`src/rtl/vga_timing_pkg.sv`:
```
// Shared 640x480@60 Hz timing constants, coordinate type and small decode helpers
// for the VGA timing generator.
package vga_timing_pkg;

  localparam int unsigned COORD_W   = 10;
  localparam int unsigned MAX_TOTAL = 1 << COORD_W;

  localparam int unsigned H_DISPLAY_DEF = 640;
  localparam int unsigned H_FRONT_DEF   = 16;
  localparam int unsigned H_SYNC_DEF    = 96;
  localparam int unsigned H_BACK_DEF    = 48;
  localparam int unsigned V_DISPLAY_DEF = 480;
  localparam int unsigned V_FRONT_DEF   = 10;
  localparam int unsigned V_SYNC_DEF    = 2;
  localparam int unsigned V_BACK_DEF    = 33;

  localparam int unsigned CLK_DIV_DEF     = 4;
  localparam logic        SYNC_ACTIVE_DEF = 1'b0;

  localparam int unsigned H_TOTAL_DEF =
    H_DISPLAY_DEF + H_FRONT_DEF + H_SYNC_DEF + H_BACK_DEF;
  localparam int unsigned V_TOTAL_DEF =
    V_DISPLAY_DEF + V_FRONT_DEF + V_SYNC_DEF + V_BACK_DEF;

  localparam int unsigned HS_START_DEF = H_DISPLAY_DEF + H_FRONT_DEF;
  localparam int unsigned HS_END_DEF   = HS_START_DEF + H_SYNC_DEF - 1;
  localparam int unsigned VS_START_DEF = V_DISPLAY_DEF + V_FRONT_DEF;
  localparam int unsigned VS_END_DEF   = VS_START_DEF + V_SYNC_DEF - 1;

  typedef logic [COORD_W-1:0] coord_t;

  function automatic logic in_window(input coord_t c, input coord_t lo, input coord_t hi);
    return (c >= lo) && (c <= hi);
  endfunction

  function automatic logic sync_level(input logic asserted, input logic active);
    return asserted ? active : ~active;
  endfunction

endpackage

```
`src/rtl/pixel_tick_div.sv`:
```
// Free-running clock divider: p_tick is high for one clk in every CLK_DIV.
module pixel_tick_div #(
  parameter int unsigned CLK_DIV = 4
) (
  input  logic clk,
  input  logic reset,
  output logic p_tick
);

  localparam int unsigned DIV_W = (CLK_DIV > 1) ? $clog2(CLK_DIV) : 1;
  localparam logic [DIV_W-1:0] DIV_LAST = DIV_W'(CLK_DIV - 1);

  generate
    if (CLK_DIV < 1) begin : g_div_check
      $error("pixel_tick_div: CLK_DIV must be >= 1");
    end
  endgenerate

  logic [DIV_W-1:0] div_q;
  logic [DIV_W-1:0] div_d;

  // With CLK_DIV=1 DIV_LAST is 0, so div stays at 0 and p_tick is constantly high.
  always_comb begin
    div_d = div_q + DIV_W'(1);
    if (div_q == DIV_LAST) begin
      div_d = '0;
    end
  end

  always_ff @(posedge clk) begin
    if (reset) begin
      div_q <= '0;
    end else begin
      div_q <= div_d;
    end
  end

  assign p_tick = (div_q == DIV_LAST);

endmodule

```
`src/rtl/vga_timing_gen.sv`:
```
// VGA raster timing: pixel/line counters advanced by the pixel tick, with
// registered syncs, visible-area decode and an end-of-frame pulse.
module vga_timing_gen
  import vga_timing_pkg::*;
#(
  parameter int unsigned H_DISPLAY   = H_DISPLAY_DEF,
  parameter int unsigned H_FRONT     = H_FRONT_DEF,
  parameter int unsigned H_SYNC      = H_SYNC_DEF,
  parameter int unsigned H_BACK      = H_BACK_DEF,
  parameter int unsigned V_DISPLAY   = V_DISPLAY_DEF,
  parameter int unsigned V_FRONT     = V_FRONT_DEF,
  parameter int unsigned V_SYNC      = V_SYNC_DEF,
  parameter int unsigned V_BACK      = V_BACK_DEF,
  parameter int unsigned CLK_DIV     = CLK_DIV_DEF,
  parameter logic        SYNC_ACTIVE = SYNC_ACTIVE_DEF
) (
  input  logic               clk,
  input  logic               reset,
  output logic               p_tick,
  output logic [COORD_W-1:0] pixel_x,
  output logic [COORD_W-1:0] pixel_y,
  output logic               video_on,
  output logic               hsync,
  output logic               vsync,
  output logic               frame_end
);

  localparam int unsigned H_TOTAL = H_DISPLAY + H_FRONT + H_SYNC + H_BACK;
  localparam int unsigned V_TOTAL = V_DISPLAY + V_FRONT + V_SYNC + V_BACK;

  generate
    if ((H_TOTAL > MAX_TOTAL) || (V_TOTAL > MAX_TOTAL)) begin : g_total_check
      $error("vga_timing_gen: H_TOTAL and V_TOTAL must not exceed %0d", MAX_TOTAL);
    end
  endgenerate

  localparam coord_t H_LAST   = coord_t'(H_TOTAL - 1);
  localparam coord_t V_LAST   = coord_t'(V_TOTAL - 1);
  localparam coord_t H_VIS    = coord_t'(H_DISPLAY);
  localparam coord_t V_VIS    = coord_t'(V_DISPLAY);
  localparam coord_t HS_FIRST = coord_t'(H_DISPLAY + H_FRONT);
  localparam coord_t HS_LAST  = coord_t'(H_DISPLAY + H_FRONT + H_SYNC - 1);
  localparam coord_t VS_FIRST = coord_t'(V_DISPLAY + V_FRONT);
  localparam coord_t VS_LAST  = coord_t'(V_DISPLAY + V_FRONT + V_SYNC - 1);

  logic   tick;
  coord_t h_q, h_d;
  coord_t v_q, v_d;
  logic   hsync_q, hsync_d;
  logic   vsync_q, vsync_d;

  pixel_tick_div #(
    .CLK_DIV(CLK_DIV)
  ) u_tick_div (
    .clk   (clk),
    .reset (reset),
    .p_tick(tick)
  );

  // Syncs are decoded from the next-state counters so the registered outputs
  // change on the same edge as pixel_x/pixel_y.
  always_comb begin
    h_d = h_q;
    v_d = v_q;
    if (tick) begin
      if (h_q == H_LAST) begin
        h_d = '0;
        v_d = (v_q == V_LAST) ? '0 : v_q + coord_t'(1);
      end else begin
        h_d = h_q + coord_t'(1);
      end
    end
    hsync_d = sync_level(in_window(h_d, HS_FIRST, HS_LAST), SYNC_ACTIVE);
    vsync_d = sync_level(in_window(v_d, VS_FIRST, VS_LAST), SYNC_ACTIVE);
  end

  always_ff @(posedge clk) begin
    if (reset) begin
      h_q     <= '0;
      v_q     <= '0;
      hsync_q <= ~SYNC_ACTIVE;
      vsync_q <= ~SYNC_ACTIVE;
    end else begin
      h_q     <= h_d;
      v_q     <= v_d;
      hsync_q <= hsync_d;
      vsync_q <= vsync_d;
    end
  end

  assign p_tick    = tick;
  assign pixel_x   = h_q;
  assign pixel_y   = v_q;
  assign hsync     = hsync_q;
  assign vsync     = vsync_q;
  assign video_on  = (h_q < H_VIS) && (v_q < V_VIS);
  assign frame_end = tick && (h_q == H_LAST) && (v_q == V_LAST);

endmodule

```
`config.mk`:
```
export PLATFORM = sky130hd
export DESIGN_NAME = vga_timing_gen
export DESIGN_NICKNAME = d
export VERILOG_FILES = /design/src/rtl/vga_timing_pkg.sv /design/src/rtl/pixel_tick_div.sv /design/src/rtl/vga_timing_gen.sv
export SDC_FILE = /design/constraint.sdc
export NUM_CORES = 1
export LEC_CHECK = 0
export ABC_AREA = 1
export CAP_MARGIN = 20
export CORE_MARGIN = 3
export CORE_UTILIZATION = 46
export CTS_CLUSTER_SIZE = 40
export DETAILED_ROUTE_END_ITERATION = 7
export PLACE_DENSITY = 0.75
export RECOVER_POWER = 50
export SYNTH_ARGS = -nofsm -noshare
export SYNTH_HDL_FRONTEND = slang
export SYNTH_SLANG_ARGS = --single-unit
```
`constraint.sdc`:
```
create_clock -name clk -period 1.55 [get_ports clk]
set_clock_uncertainty 0.05 [all_clocks]
set_input_delay 0.31 -clock clk [delete_from_list [all_inputs] [get_ports clk]]
set_output_delay 0.31 -clock clk [all_outputs]
set_load 0.01 [all_outputs]
```
==> results of run 1 <==
==> flip-flops by register name, summed over array words and instances, names as in the netlist <==
register	cells
pixel_y	10
vsync	1
pixel_x	10
u_tick_div.div_q	2
hsync	1
==> layout by cell type, fill, tap and decap left out, types with 2 or more instances in the layout <==
master,synthesis,final
buf_4,0,61
nor2_1,37,29
nor2_4,1,2
xor2_1,3,3
buf_6,0,9
o21ai_0,4,2
clkdlybuf4s25_1,0,2
nand2_2,1,8
inv_1,27,22
and2_1,3,3
ha_4,0,3
nor3_4,1,3
nand4_1,9,9
nand3_1,16,13
nor2_2,0,7
buf_2,1,3
a21oi_2,0,3
dlygate4sd2_1,0,19
dfxtp_2,0,13
nand2_1,69,60
nor3_2,0,2
inv_2,1,5
a21oi_1,6,3
nor3_1,6,2
nand3_2,1,4
dfxtp_4,0,3
nand2_4,1,3
clkbuf_4,0,3
o21ai_2,0,2
dfxtp_1,24,8
==> power by group through the flow <==
stage,clock [µW],sequential [µW],combinational (µW)
detailed placement,0,646,106
floorplan,0,650,44.9
CTS,350,635,112
global placement,0,646,103
global route,373,636,135
finish,347,634,126
==> cell usage after synthesis, drive strengths merged <==
| master | number |
|---|---|
| a21oi | 6 |
| and2 | 3 |
| buf | 1 |
| clkbuf | 2 |
| clkinv | 1 |
| dfxtp | 24 |
| ha | 4 |
| inv | 28 |
| nand2 | 71 |
| nand3 | 17 |
| nand3b | 1 |
| nand4 | 9 |
| nor2 | 39 |
| nor3 | 7 |
| o21ai | 6 |
| xnor2 | 1 |
| xor2 | 3 |
==> timing repair <==
| action | 4_1_cts | 5_1_grt |
|---|---|---|
| buffers inserted | 5 | 8 |
| endpoints found under the setup margin | 39 | 23 |
| gates resized for setup | 73 | 31 |
| pin swaps | 11 | 14 |
==> stage by stage <==
stage	total power (µW)	std cells	setup WS (ps)	util [%]	hold slack, ps
2_1_floorplan	695.1	223	1.088	-	337.6
3_3_place_gp	749.1	336	-309.1	76.60	359.3
3_5_place_dp	751.9	336	-328.9	76.60	366.1
4_1_cts	1097	344	-279.7	81.69	397.5
5_1_grt	1144	352	-367.9	87.13	425.8
6_report	1107	352	-352.3	87.13	394.0
==> per-layer routing <==
metal / vias to the layer above / GRT usage [%] / routed length [µm]
met3: 28 / 7.547 / 530
met4: 0 / 8.788 / 144
met5: - / 0 / 0
met1: 887 / 32.27 / 2276
li1: 904 / - / -
met2: 133 / 46.53 / 2767
==> cell families after synthesis <==
| group | synth area share, % |
|---|---|
| flip-flops | 34.01 |
| XOR/XNOR | 2.481 |
| adder cells (fa/ha/maj) | 3.543 |
| AND/OR/NAND/NOR | 47.12 |
| AO/OA/AOI/OAI | 4.252 |
| buffers and inverters | 8.591 |
==> area by class of cell <==
class	count	area [µm²]
Tap cell	31	38.79
Inverter	29	111.4
Multi-Input combinational cell	167	983.4
Clock buffer	4	36.28
Fill cell	154	364.1
Timing Repair Buffer	97	787.0
Sequential cell	24	508.0
==> worst min-delay path by stage <==
stage	startpoint	to	depth (start not counted)
floorplan	reset	pixel_x[8]	1
global placement	u_tick_div.div_q[0]	u_tick_div.div_q[0]	1
detailed placement	u_tick_div.div_q[0]	u_tick_div.div_q[0]	1
CTS	u_tick_div.div_q[0]	u_tick_div.div_q[0]	1
global route	u_tick_div.div_q[0]	u_tick_div.div_q[0]	1
finish	u_tick_div.div_q[0]	u_tick_div.div_q[0]	1
==> metrics.md, run 1 <==
| Metric | Value |
|---|---|
| Setup Total Neg Slack | -2660 ps |
| Slowest-stage cell, CP | dfxtp_2 |
| Synth top area cells | dfxtp_1 34%, nand2_1 18%, nor2_1 9.8% |
| Worst min path class | register to register |
| Antenna cells | 0 |
| DPL Wire Length | approximately 3200 µm |
| Crit. Startpoint | pixel_x[1] |
| Largest net degree at the start of global routing | 14 |
| Final Hold Fails | 0 |
| Clock Tree Buf Depth | 2 |
| P_leak | around 0.0013 µW |
| Worst setup EP type | register |
| Area of the core | 0.002829 mm² |
| CTS Hold Bufs | 0 |
| Slew Limit Fails | 0 |
| FP Rows | 19 |
| Drt drc | 0 |
| Root Buffer | clkbuf_4 |
| PwrDens | approximately 450 mW/mm² |
| Failing checks | setup timing |
| Netlist Area Pre-Place | between 0.001 and 0.0015 mm² |
| Post-DR vias/cell | approximately 5.5 |
| Sink Count | 24 |
| RSZ-0062 raised after global routing | yes |
| Yosys warnings | 0 |
| MaxCap Viol Count | 0 |
| CP Cell Sequence | ha_4, nand2_4, nor2_4, inv_4, buf_6, nor3_4, nand2_1, nand2_1, nand3_1, nor2_1, nand2_1 |
| Clock-pin slew on the worst setup and hold paths | about 140 ps |
| Layout area overhead | 74.49% |
| Htree depth | 1 |
| Synthesized net count | between 200 and 250 |
| R2r endpoint | vsync |
| Cells after synthesis | 223 |
| Port Buffers | 26 |
| DR vias | 1952 |
| Global Route Usage Sum | a little over a quarter |
| CTS tree | done |
| Post-Route WL | about 5700 µm |
| Post-DRT Antenna Nets | 0 |
| Startpoint Class | register |
| Final setup fails | 16 |
| CP Capture Point | vsync |
| Post-layout min period | between 1500 and 2000 ps |
| Final period utilization | 122.7% |
| Leading area contributor after synthesis | dfxtp_1 |
| Top Ports | 27 |
| Type of the worst setup path | register to register |
| Pre-antenna DRT Iters | 7 |
| Die Wd | slightly above 60 µm |
| CP required | roughly 1700 ps |
| Switching power total | between 200 and 300 µW |
| Nets | approximately 330 |
| Placed cell area | 0.002167 mm² |
| Final worst slack | -352.3 ps |
| Status | finished, violations left |
| Wirelength per Cell | approximately 16 µm |
| Grt ovf | 0 |
| Post-Layout Inst Area | approximately 0.0025 mm² |
| Max VDD drop | roughly 0.00057 V |
| Most frequent CP cell | nand2_1 |
| Clock power share | a little under a third |
| Total die area | around 0.0038 mm² |
| Share of Yosys cell area claimed by the top area cell type | between 30% and 40% |
| Fmax | about 530 MHz |
| Number of distinct library cells after synthesis | 25 |
| Slew headroom | between 70 and 80% |
| Vias in the first global route | around 1700 |
| Slew at the pin closest to its max-slew limit | 353.2 ps |
| Gpl congestion | about 0.89 |
| Top delay family on crit path | simple AND/OR/NAND/NOR gates |
| Seq/Total Area, Yosys | between 30% and 40% |
| Reg2Reg Setup Slack | -350 ps |
| Gate power share | between 10 and 15% |
| Initial antenna violation count | 0 |
| CP arrival | between 2000 and 2500 ps |
| Worst R2R Path Depth | 11 |
| FF-to-FF Start | pixel_x[1] |
| Int Pwr | about 820 µW |
| Skew-Pair Late Insertion Delay | about 330 ps |
| First-pass GRT wire length | 7458 µm |
| Cell count along the critical path | 11 |
| Sequential power share | 57.3% |
| Switching Share | approximately a quarter |
| Critical path's largest stage delay | 390 ps |
| Inserted Clock Buffers | 3 |
| Initial Util | about half |
| Post-synthesis register bit count | 24 |
| Critical Path Fanout Max | 7 |
| Post-Syn Area per Cell | roughly 6.3 µm² |
| Die Height | 61.42 µm |
| Crit path buffers/inverters | 2 |
| Layout cells sized above 1 | between 40% and 50% |
| 1st-iter DRT viols | about 180 |
Power figures use the tool's default switching activity.
==> run 2, diff against run 1 <==
--- a/config.mk
+++ b/config.mk
@@ -9,7 +9,7 @@
 export CAP_MARGIN = 20
 export CORE_MARGIN = 3
 export CORE_UTILIZATION = 46
-export CTS_CLUSTER_SIZE = 40
+export CTS_CLUSTER_SIZE = 30
 export DETAILED_ROUTE_END_ITERATION = 7
 export PLACE_DENSITY = 0.75
 export RECOVER_POWER = 50
==> results of run 2 <==
Same layout as run 1: the final DEF is identical, and so are final timing and power.
